--- src/rtl/dac_sched_pkg.sv ---
// Shared definitions for the DAC update scheduler.
//   FRAME_W      width of one serialiser frame
//   CMD_*        DAC command nibbles placed in frame[23:20]
//   state_e      scheduler FSM states
//   build_frame  packs {cmd, channel index, value} into one frame
package dac_sched_pkg;

   localparam int FRAME_W = 24;

   localparam logic [3:0] CMD_WRITE_UPDATE = 4'h3;
   localparam logic [3:0] CMD_WRITE_BUF    = 4'h0;
   localparam logic [3:0] CMD_UPDATE_ALL   = 4'h2;

   // Channel-index nibble used by the broadcast update frame.
   localparam logic [3:0] UPDATE_ALL_IDX   = 4'hF;

   typedef enum logic [2:0] {
      IDLE       = 3'd0,
      SEND       = 3'd1,
      WAIT_START = 3'd2,
      WAIT_DONE  = 3'd3,
      GAP        = 3'd4
   } state_e;

   function automatic logic [FRAME_W-1:0] build_frame(input logic [3:0]  cmd,
                                                      input logic [3:0]  idx,
                                                      input logic [15:0] value);
      return {cmd, idx, value};
   endfunction

endpackage

--- src/rtl/rr_arbiter.sv ---
// Combinational round-robin picker.
//   req          request vector, one bit per channel
//   ptr          index with highest priority this cycle
//   grant_valid  1 when any request is set
//   grant_idx    first requesting index at or after ptr, wrapping at N
module rr_arbiter #(
   parameter  int N     = 4,
   localparam int PTR_W = (N > 1) ? $clog2(N) : 1
) (
   input  logic [N-1:0]     req,
   input  logic [PTR_W-1:0] ptr,
   output logic             grant_valid,
   output logic [PTR_W-1:0] grant_idx
);

   localparam logic [PTR_W:0] N_L = (PTR_W + 1)'(N);

   logic [PTR_W:0]   sum;
   logic [PTR_W-1:0] idx;

   // Scan from the farthest offset down to offset 0 so the nearest request
   // after ptr is the last one written and therefore wins.
   always_comb begin
      grant_valid = 1'b0;
      grant_idx   = '0;
      sum         = '0;
      idx         = '0;
      for (int k = N - 1; k >= 0; k--) begin
         sum = {1'b0, ptr} + (PTR_W + 1)'(k);
         if (sum >= N_L) begin
            sum = sum - N_L;
         end
         idx = sum[PTR_W-1:0];
         if (req[idx]) begin
            grant_valid = 1'b1;
            grant_idx   = idx;
         end
      end
   end

endmodule

--- src/rtl/dac_update_scheduler.sv ---
// Shares one 24-bit DAC SPI serialiser between NUM_CH channels. Each channel's
// latest value is latched, a pending channel is picked round-robin, its frame
// is registered onto dac_data_out and a one-cycle send pulse is issued. The
// serialiser chip-select (active low) marks frame start and end; a fixed idle
// gap follows every frame.
//
// Ports
//   clock_in         system clock
//   reset            asynchronous, active-low reset
//   ch_valid         per-channel one-cycle update strobe
//   ch_data          channel i value at [i*DATA_W +: DATA_W]
//   dac_data_out     frame to serialiser, held from grant to next grant
//   dac_send_out     one-cycle send pulse
//   dac_cs_in        serialiser chip-select, active low, same clock domain
//   busy_out         1 whenever the FSM is not IDLE
//   timeout_err_out  sticky: chip-select never went low after a send
//
// Build option DAC_SYNC_UPDATE_EN: channel frames only write the DAC input
// buffers; once no channel is pending a single update-all frame is sent so
// every output changes together.
//
// Handshake with the serialiser: dac_send_out is a single-cycle request with
// dac_data_out already stable; the serialiser acknowledges by driving
// dac_cs_in low, and the frame is complete when dac_cs_in returns high.
module dac_update_scheduler
   import dac_sched_pkg::*;
#(
   parameter int NUM_CH        = 4,
   parameter int DATA_W        = 16,
   parameter int GAP_CYCLES    = 4,
   parameter int START_TIMEOUT = 16
) (
   input  logic                     clock_in,
   input  logic                     reset,
   input  logic [NUM_CH-1:0]        ch_valid,
   input  logic [NUM_CH*DATA_W-1:0] ch_data,
   output logic [FRAME_W-1:0]       dac_data_out,
   output logic                     dac_send_out,
   input  logic                     dac_cs_in,
   output logic                     busy_out,
   output logic                     timeout_err_out
);

   localparam int PTR_W   = (NUM_CH > 1) ? $clog2(NUM_CH) : 1;
   localparam int TMR_MAX = (GAP_CYCLES > START_TIMEOUT) ? GAP_CYCLES : START_TIMEOUT;
   localparam int TMR_W   = $clog2(TMR_MAX + 1);

   localparam logic [PTR_W-1:0] LAST_CH    = PTR_W'(NUM_CH - 1);
   // The send cycle counts as the first clock of the start window, so
   // WAIT_START itself lasts START_TIMEOUT-1 cycles.
   localparam logic [TMR_W-1:0] START_LAST = TMR_W'(START_TIMEOUT - 2);
   localparam logic [TMR_W-1:0] GAP_LAST   = TMR_W'(GAP_CYCLES - 1);

`ifdef DAC_SYNC_UPDATE_EN
   localparam logic [3:0] CH_CMD = CMD_WRITE_BUF;
`else
   localparam logic [3:0] CH_CMD = CMD_WRITE_UPDATE;
`endif

   state_e               state_q, state_d;
   logic [DATA_W-1:0]    value_q [NUM_CH];
   logic [DATA_W-1:0]    value_d [NUM_CH];
   logic [NUM_CH-1:0]    pending_q, pending_d;
   logic [PTR_W-1:0]     rr_q, rr_d;
   logic [TMR_W-1:0]     timer_q, timer_d;
   logic [FRAME_W-1:0]   frame_q, frame_d;
   logic                 err_q, err_d;
`ifdef DAC_SYNC_UPDATE_EN
   logic                 dirty_q, dirty_d;
`endif

   logic                 grant_valid;
   logic [PTR_W-1:0]     grant_idx;
   logic [NUM_CH-1:0]    grant_clr;
   logic [15:0]          grant_val;

   rr_arbiter #(.N(NUM_CH)) u_arb (
      .req         (pending_q),
      .ptr         (rr_q),
      .grant_valid (grant_valid),
      .grant_idx   (grant_idx)
   );

   // Latest value wins; a strobe always overwrites the stored value.
   always_comb begin
      value_d = value_q;
      for (int i = 0; i < NUM_CH; i++) begin
         if (ch_valid[i]) begin
            value_d[i] = ch_data[i*DATA_W +: DATA_W];
         end
      end
   end

   // Value going out uses the register contents, so a strobe in the grant
   // cycle is stored for the next round rather than sent now.
   always_comb begin
      grant_val = 16'(value_q[grant_idx]);
   end

   // Next-state and datapath updates.
   always_comb begin
      state_d   = state_q;
      timer_d   = timer_q;
      rr_d      = rr_q;
      frame_d   = frame_q;
      err_d     = err_q;
      grant_clr = '0;
`ifdef DAC_SYNC_UPDATE_EN
      dirty_d   = dirty_q;
`endif
      unique case (state_q)
         IDLE: begin
            if (grant_valid) begin
               frame_d              = build_frame(CH_CMD, 4'(grant_idx), grant_val);
               grant_clr[grant_idx] = 1'b1;
               rr_d                 = (grant_idx == LAST_CH) ? '0 : grant_idx + 1'b1;
`ifdef DAC_SYNC_UPDATE_EN
               dirty_d              = 1'b1;
`endif
               state_d              = SEND;
            end
`ifdef DAC_SYNC_UPDATE_EN
            else if (dirty_q) begin
               // Broadcast update leaves rr_q alone so rotation is unaffected.
               frame_d = build_frame(CMD_UPDATE_ALL, UPDATE_ALL_IDX, 16'h0000);
               dirty_d = 1'b0;
               state_d = SEND;
            end
`endif
         end
         SEND: begin
            timer_d = '0;
            state_d = WAIT_START;
         end
         WAIT_START: begin
            if (!dac_cs_in) begin
               state_d = WAIT_DONE;
            end else if (timer_q == START_LAST) begin
               err_d   = 1'b1;
               timer_d = '0;
               state_d = GAP;
            end else begin
               timer_d = timer_q + 1'b1;
            end
         end
         WAIT_DONE: begin
            if (dac_cs_in) begin
               timer_d = '0;
               state_d = GAP;
            end
         end
         GAP: begin
            if (timer_q == GAP_LAST) begin
               state_d = IDLE;
            end else begin
               timer_d = timer_q + 1'b1;
            end
         end
         default: begin
            state_d = IDLE;
         end
      endcase
      // A strobe in the grant cycle keeps the channel pending (set wins).
      pending_d = (pending_q & ~grant_clr) | ch_valid;
   end

   // State register.
   always_ff @(posedge clock_in or negedge reset) begin
      if (!reset) begin
         state_q <= IDLE;
      end else begin
         state_q <= state_d;
      end
   end

   // Datapath registers.
   always_ff @(posedge clock_in or negedge reset) begin
      if (!reset) begin
         for (int i = 0; i < NUM_CH; i++) begin
            value_q[i] <= '0;
         end
         pending_q <= '0;
         rr_q      <= '0;
         timer_q   <= '0;
         frame_q   <= '0;
         err_q     <= 1'b0;
`ifdef DAC_SYNC_UPDATE_EN
         dirty_q   <= 1'b0;
`endif
      end else begin
         value_q   <= value_d;
         pending_q <= pending_d;
         rr_q      <= rr_d;
         timer_q   <= timer_d;
         frame_q   <= frame_d;
         err_q     <= err_d;
`ifdef DAC_SYNC_UPDATE_EN
         dirty_q   <= dirty_d;
`endif
      end
   end

   // FSM outputs.
   always_comb begin
      dac_send_out = (state_q == SEND);
      busy_out     = (state_q != IDLE);
   end

   assign dac_data_out    = frame_q;
   assign timeout_err_out = err_q;

endmodule

--- config.mk ---
export PLATFORM = sky130hd
export DESIGN_NAME = dac_update_scheduler
export DESIGN_NICKNAME = d
export VERILOG_FILES = /design/src/rtl/dac_sched_pkg.sv /design/src/rtl/rr_arbiter.sv /design/src/rtl/dac_update_scheduler.sv
export SDC_FILE = /design/constraint.sdc
export NUM_CORES = 1
export LEC_CHECK = 0
export ABC_AREA = 1
export BUFFER_PORTS_ARGS = -buffer_cell sky130_fd_sc_hd__buf_2
export CAP_MARGIN = 5
export CORE_MARGIN = 2
export CORE_UTILIZATION = 50
export CTS_BUF_LIST = sky130_fd_sc_hd__clkbuf_2
export DETAILED_ROUTE_END_ITERATION = 10
export PLACE_DENSITY = 0.74
export SYNTH_ARGS = -nofsm -noshare
export SYNTH_HDL_FRONTEND = slang
export SYNTH_HIERARCHICAL = 1
export SYNTH_SLANG_ARGS = --single-unit
--- constraint.sdc ---
create_clock -name clock_in -period 2.7 [get_ports clock_in]
set_clock_uncertainty 0.15 [all_clocks]
set_input_delay 0.135 -clock clock_in [delete_from_list [all_inputs] [get_ports clock_in]]
set_output_delay 0.135 -clock clock_in [all_outputs]
set_load 0.02 [all_outputs]
==> flow_summary.json, run 1 <==
{
  "outcome": "stopped before the end",
  "lastStage": "clock tree synthesis (4_1_cts)",
  "stop_error": "[ERROR RSZ-0060] Max buffer count reached.",
  "synth_seq_cells": 98,
  "fp-row-count": 35,
  "yosysWarningCount": 6,
  "start_util_pct": 51.2,
  "seq_area_frac_synth_pct": 52.1,
  "netlist_area_um2": 4710,
  "place.gp.congestion": 0.889,
  "hpwlAfterDp_um": 8050,
  "numClockSinks": 98,
  "post_cts_buffers": 0,
  "netlist_instances": 577,
  "dieWidth_um": 101,
  "syn-mean-instance-area_um2": 8.16,
  "die_h_um": 101,
  "hold_buffers": 157,
  "synth_cell_types": 34,
  "clockRootBuffer": "clkbuf_2",
  "cts_buffers": 9,
  "clock_path_buffers": 2,
  "htreeDepth": 3,
  "io_buffers": 93,
  "dpl-instance-area_um2": 5200,
  "cts-resized-gates": 0,
  "pin_count": 98
}
[stage by stage]
step / setup slack, ns / hold slack [ns] / cells / util, %
detailed placement: 0.266 / 0.0828 / 758 / 56.6
global placement: 0.403 / 0.0810 / 758 / 56.6
floorplan: 0.604 / -0.311 / 580 / -
[kinds of logic after synthesis]
family                     count (synthesis)  synth area share (%)
AOI/OAI and AO/OA                        129                  15.1
other                                      1                0.0797
xor gates and xnor gates                   1                 0.186
and+or+nand+nor                          251                  22.2
buffers and inverters                     91                  8.69
DFF                                       98                  52.1
adders and majority gates                  6                  1.60
[Yosys cell counts, drive strengths merged]
master	number	area, µm²
o21ai	72	364
conb	1	3.75
clkinv	3	12.5
xor2	1	8.76
nand3	31	155
ha	6	75.1
nor2	11	56.3
o21a	16	120
dfrtp	98	2450
nor3	1	5.00
nand4	4	25.0
nand3b	1	20.0
nand2	201	769
a21o	2	15.0
a21boi	1	7.51
or2	1	6.26
inv	55	209
a31o	1	8.76
buf	22	146
clkbuf	11	41.3
o21bai	1	7.51
and2	1	8.76
o31ai	1	12.5
a21oi	35	175
==> run 2, diff against run 1 <==
- CORE_UTILIZATION: 50 -> 35
- CTS_BUF_LIST: sky130_fd_sc_hd__clkbuf_2 -> not set
- PLACE_DENSITY: 0.74 -> not set
- PLACE_DENSITY_LB_ADDON: not set -> 0.15
==> run 2 against run 1 <==
The run now ends clean. Synthesized area unchanged. Synthesized cell count stayed put.
==> flow_summary.json, run 2 <==
{
  "outcome": "complete, no violations",
  "swShare_pct": 41.5,
  "clock_path_buffers": 2,
  "pin_count": 98,
  "final_common_cell": "nand2_1",
  "switchingPower_uw": 2600,
  "drt_iter0_drc": 158,
  "worstPathRequired_ns": 2.78,
  "wl_um": 12200,
  "largest_reg_flops": 64,
  "nets": 800,
  "worstSetupStartpointType": "register",
  "dieWidth_um": 120,
  "seq_area_frac_synth_pct": 52.1,
  "cts_tree": "yes",
  "antenna_found_initial": 0,
  "die_h_um": 120,
  "post_cts_buffers": 0,
  "r2r-start": "rr_q[0]",
  "async_flop_share_pct": 100,
  "grt_remaining_overflow": 0,
  "rr_worst_depth": 13,
  "maxCapViolations": 0,
  "num-fill-cells": 1297,
  "rsz0062_at_grt": "false",
  "layout-drive-gt1-share_pct": 18.4,
  "tightest_slew_ns": 0.584,
  "grt_pass1_wl_um": 20500,
  "insertedDiodeCount": 0,
  "grt_max_degree": 57,
  "core_region_area_um2": 13200,
  "netlist_instances": 577,
  "wl_per_cell_um": 13.5,
  "grt_pass1_vias": 4231,
  "die_area_um2": 14400,
  "first_pass_iters": 6,
  "final_util_pct": 47.5,
  "cp-end-kind": "register",
  "layout_common_cells": "nand2_1, dfrtp_1, buf_2, dlygate4sd3_1, o21ai_0",
  "io_buffers": 93,
  "synth_edf_count": 0,
  "arrival_ns": 2.42,
  "numClockSinks": 98,
  "critPathMaxFanout": 35,
  "place.gp.congestion": 0.879,
  "power_density_nw_per_um2": 1000,
  "p_clk_share_pct": 21.9,
  "crit_start": "rr_q[0]",
  "fmaxAchievable_mhz": 429,
  "cp-endpoint": "dac_data_out[5]",
  "synthTopCellsByCount": "nand2_1, dfrtp_1, o21ai_0, inv_1, a21oi_1",
  "clockRootBuffer": "clkbuf_16",
  "cts_buffers": 9,
  "synth_top_area_share_pct": 52.1,
  "slew_violations": 0,
  "ys_top_cells_by_area": "dfrtp_1, nand2_1, o21ai_0, inv_1, a21oi_1",
  "relSlewSlack_pct": 61.1,
  "fp-row-count": 42,
  "start_util_pct": 35.7,
  "peakVddDrop_v": 0.000499,
  "p_seq_share_pct": 31.9,
  "fin_crit_sh_pct": 86.4,
  "rr_endpoint": "dac_data_out[5]",
  "ant_nets": 0,
  "yosysWarningCount": 6,
  "grt_use_total_pct": 18.1,
  "top_register": "value_q",
  "finalCriticalPeriod_ns": 2.33,
  "syn-mean-instance-area_um2": 8.16,
  "leakage_uw": 0.00318,
  "via_per_inst": 4.70,
  "vias": 4245,
  "synth_cell_types": 34,
  "htreeDepth": 3,
  "crit_type": "register to register",
  "hold_viol_final": 0,
  "synth_largest_area_cell": "dfrtp_1",
  "hold_class": "input pin to register",
  "reg2reg_slack_ns": 0.37,
  "comb_power_share_pct": 46.1,
  "synth-main-ff-cell": "dfrtp_1",
  "path_clk_slew_ns": 0.07,
  "yosys.cell_count.top_type": "nand2_1",
  "p_int_uw": 3670,
  "hpwlAfterDp_um": 8440,
  "final.setup.tns_ns": 0,
  "netlist_area_um2": 4710,
  "area_growth_pct": 33.1,
  "synth_seq_cells": 98,
  "setup_viol": 0,
  "drc_errors": 0,
  "insertion_delay_ns": 0.35
}
run 2: repair_timing:
action	in CTS	in global routing
endpoints found under the hold margin	108	0
gates resized for setup	0	4
hold buffers	66	0
setup endpoints to repair	0	16
run 2: cell type report:
type	instances	area (µm²)	share of cell area, %
Clock buffer	10	239	3.82
Clock inverter	6	80.1	1.28
Inverter	58	224	3.58
Multi-Input combinational cell	391	1860	29.6
Sequential cell	98	2450	39.2
Tap cell	176	220	3.52
Timing Repair Buffer	165	1190	19.0
run 2: how the worst min path moves through the flow:
stage	start	slack, ns	endpoint	cells past startpoint
3_3_place_gp	reset	0.02	value_q[41]	1
5_1_grt	ch_valid[3]	0.05	value_q[6]	3
2_1_floorplan	reset	-0.31	dac_data_out[0]	0
3_5_place_dp	reset	0.02	value_q[57]	1
4_1_cts	ch_valid[0]	0.02	value_q[56]	3
6_report	ch_valid[0]	0.03	value_q[60]	3
run 2: power by group through the flow:
| stage | logic (µW) | registers, µW | clock network, µW |
|---|---|---|---|
| global placement | 2770 | 2030 | 0 |
| global route | 3300 | 2050 | 1470 |
| finish | 2890 | 2000 | 1380 |
| CTS | 2920 | 2010 | 1410 |
| detailed placement | 2840 | 2030 | 0 |
| floorplan | 2000 | 2120 | 0 |
run 2: stage by stage:
step                area [µm²]  hold slack (ns)  instances  setup slack [ns]  total power (µW)
global placement          5280           0.0225        822             0.350              4800
detailed placement        5280           0.0230        822             0.232              4880
floorplan                 4720           -0.311        580             0.604              4110
finish                    6260           0.0273        904             0.366              6270
global route              6260           0.0459        904            0.0949              6820
CTS                       6250           0.0163        904             0.192              6340
run 2: logic make-up after synthesis:
kind of cell | Yosys count | synth area share (%)
simple gates | 251 | 22.2
compound gates | 129 | 15.1
flops | 98 | 52.1
buf+inv | 91 | 8.69
fa+ha+maj | 6 | 1.60
xor+xnor | 1 | 0.186
other cells | 1 | 0.0797
run 2: critical path, stage by stage, from the launching register on:
cell	delay, ns
dfrtp_2	0.48
inv_1	0.11
nand2_1	0.13
nand3_1	0.13
nand2_1	0.13
nand3_1	0.09
nand2_1	0.07
nand2_1	0.05
nand2_1	0.13
buf_6	0.26
a21oi_1	0.10
o21ai_0	0.13
nand3_1	0.12
o21a_1	0.12
run 2: per-layer routing:
layer | vias up | share of wire [%] | global-route usage [%]
met1 | 2014 | 44 | 23.1
met4 | 0 | 2.1 | 7.28
met2 | 87 | 50 | 30.9
met3 | 18 | 3.2 | 2.47
met5 | - | 0 | 0
li1 | 2126 | - | -
Power figures use the tool's default switching activity.
==> run 3, diff against run 2 <==
- CORE_UTILIZATION: 35 -> 55
==> run 3 against run 2 <==
Total power down 6.9%. Maximum frequency down 7.3%. First-iteration DRC count up 55%. Final cell count down 6.2%. Sequential share of layout area up 0.44 points. Sequential cell count unchanged. Register-to-register slack worse by 0.19 ns. Combinational power about the same. Largest cell class unchanged. Critical path type unchanged.
==> flow_summary.json, run 3 (synthesis gave the netlist of run 2 again) <==
{
  "cts_tree": "yes",
  "final_common_cell": "nand2_1",
  "die_area_um2": 9310,
  "critPathMaxFanout": 31,
  "drt_iter0_drc": 245,
  "crit_type": "register to register",
  "maxCapViolations": 0,
  "pin_count": 98,
  "nets": 815,
  "insertion_delay_ns": 0.37,
  "grt_use_total_pct": 28.1,
  "hold_class": "input pin to register",
  "crit_chain": "inv_1 -> nand2_1 -> and2_4 -> nand2_2 -> nand2_2 -> clkinv_2 -> nand2_1 -> nand2_1 -> nand2_1 -> clkinv_2 -> o21ai_0 -> nand3_1 -> o21a_1",
  "io_buffers": 93,
  "area_growth_pct": 31.6,
  "ant_nets": 0,
  "outcome": "complete, no violations",
  "drc_errors": 0,
  "place.gp.congestion": 0.880,
  "numClockSinks": 98,
  "fin_cells": 848,
  "first_pass_iters": 6,
  "fmaxAchievable_mhz": 397,
  "finalCriticalPeriod_ns": 2.52,
  "rsz0062_at_grt": "false",
  "timing.final.ws_setup_ns": 0.181,
  "insertedDiodeCount": 0,
  "cts_buffers": 9,
  "path_clk_slew_ns": 0.10,
  "crit_slowest_cell": "dfrtp_2",
  "layout_common_cells": "nand2_1, dfrtp_1, buf_2, dlygate4sd3_1, o21ai_0",
  "worstPathRequired_ns": 2.83,
  "leakage_uw": 0.00316,
  "layout-drive-gt1-share_pct": 17.9,
  "tightest_slew_ns": 0.507,
  "slew_violations": 0,
  "clockRootBuffer": "clkbuf_8",
  "cp-end-kind": "register",
  "largest_reg_flops": 64,
  "wl_um": 12000,
  "antenna_found_initial": 0,
  "core_region_area_um2": 8260,
  "grt_remaining_overflow": 0,
  "via_per_inst": 5.26,
  "hold_viol_final": 0,
  "grt_pass1_vias": 4451,
  "cp_common_cell": "nand2_1",
  "dieWidth_um": 96.5,
  "setup_viol": 0,
  "start_util_pct": 57.0,
  "place_ws_ns": 0.238,
  "wl_per_cell_um": 14.2,
  "worstSetupStartpointType": "register",
  "clock_path_buffers": 2,
  "peakVddDrop_v": 0.000715,
  "grt_max_degree": 43,
  "die_h_um": 96.5,
  "max_stage_delay_ns": 0.49,
  "power_density_nw_per_um2": 943,
  "grt_pass1_wl_um": 20000,
  "fp-row-count": 33,
  "top_register": "value_q",
  "relSlewSlack_pct": 66.2,
  "htreeDepth": 3,
  "fin_crit_sh_pct": 93.3,
  "vias": 4462,
  "hpwlAfterDp_um": 7640,
  "place_inst": 751,
  "arrival_ns": 2.64,
  "final.setup.tns_ns": 0
}
run 3: changes by cell type in the layout (fill, tap and decap cells not counted), moves of 2 or more:
cell | before | now
dlygate4sd3_1 | 66 | 81
clkbuf_8 | 1 | 9
clkbuf_16 | 9 | 0
inv_6 | 0 | 2
run 3: repair_timing:
action	CTS	global route
hold endpoints to repair	105	0
setup buffers	0	0
hold buffers	81	0
setup endpoints to repair	0	2
resized for setup	0	2
run 3: worst max-delay path: cells and delay by family, from the launching register on:
| family | cells | cell delay, ns |
|---|---|---|
| AOI/OAI and AO/OA | 2 | 0.59 |
| DFF | 1 | 0.49 |
| and+or+nand+nor | 8 | 0.73 |
| buffers and inverters | 3 | 0.47 |
run 3: final cells by class:
cell class,instances,area (µm²)
sequential,98,2450
fill,605,2070
multi-input combinational,391,1860
timing repair buffer,180,1340
inverter,58,223
tap,105,131
clock buffer,10,128
clock inverter,6,65.1
run 3: metal layers:
| metal | GRT usage (%) | up-vias | routed length (µm) |
|---|---|---|---|
| li1 | - | 2151 | - |
| met1 | 33.6 | 2094 | 4700 |
| met2 | 49.9 | 174 | 6270 |
| met3 | 3.88 | 43 | 595 |
| met4 | 13.4 | 0 | 454 |
| met5 | 0 | - | 0 |
run 3: report_power, final:
part | internal [µW] | total (µW) | switching [µW]
clock | 432 | 959 | 526
sequential | 1770 | 2000 | 232
combinational | 1050 | 2880 | 1830
run 3: path summary, 6_finish.rpt:
| path | from | to | slack, ns | cells past startpoint |
|---|---|---|---|---|
| worst min register to register | value_q[3] | value_q[3] | 0.32 | 2 |
| min in group asynchronous | reset | value_q[34] | 0.11 | 2 |
| worst max register to register | rr_q[0] | dac_data_out[4] | 0.18 | 13 |
| max in group asynchronous | reset | value_q[58] | 1.63 | 3 |
| worst max-delay path | rr_q[0] | dac_data_out[4] | 0.18 | 13 |
| worst min-delay path | ch_valid[3] | value_q[1] | 0.008 | 3 |
run 3: stage by stage:
step           area (µm²)  power [µW]  hold WS [ns]  util [%]
6_report             6190        5840       0.00754      75.0
5_1_grt              6190        6300        0.0151      75.0
4_1_cts              6190        5820      0.000462      75.0
3_5_place_dp         5190        4790       -0.0108      62.8
3_3_place_gp         5190        4690      -0.00917      62.8
2_1_floorplan        4720        4110        -0.311         -
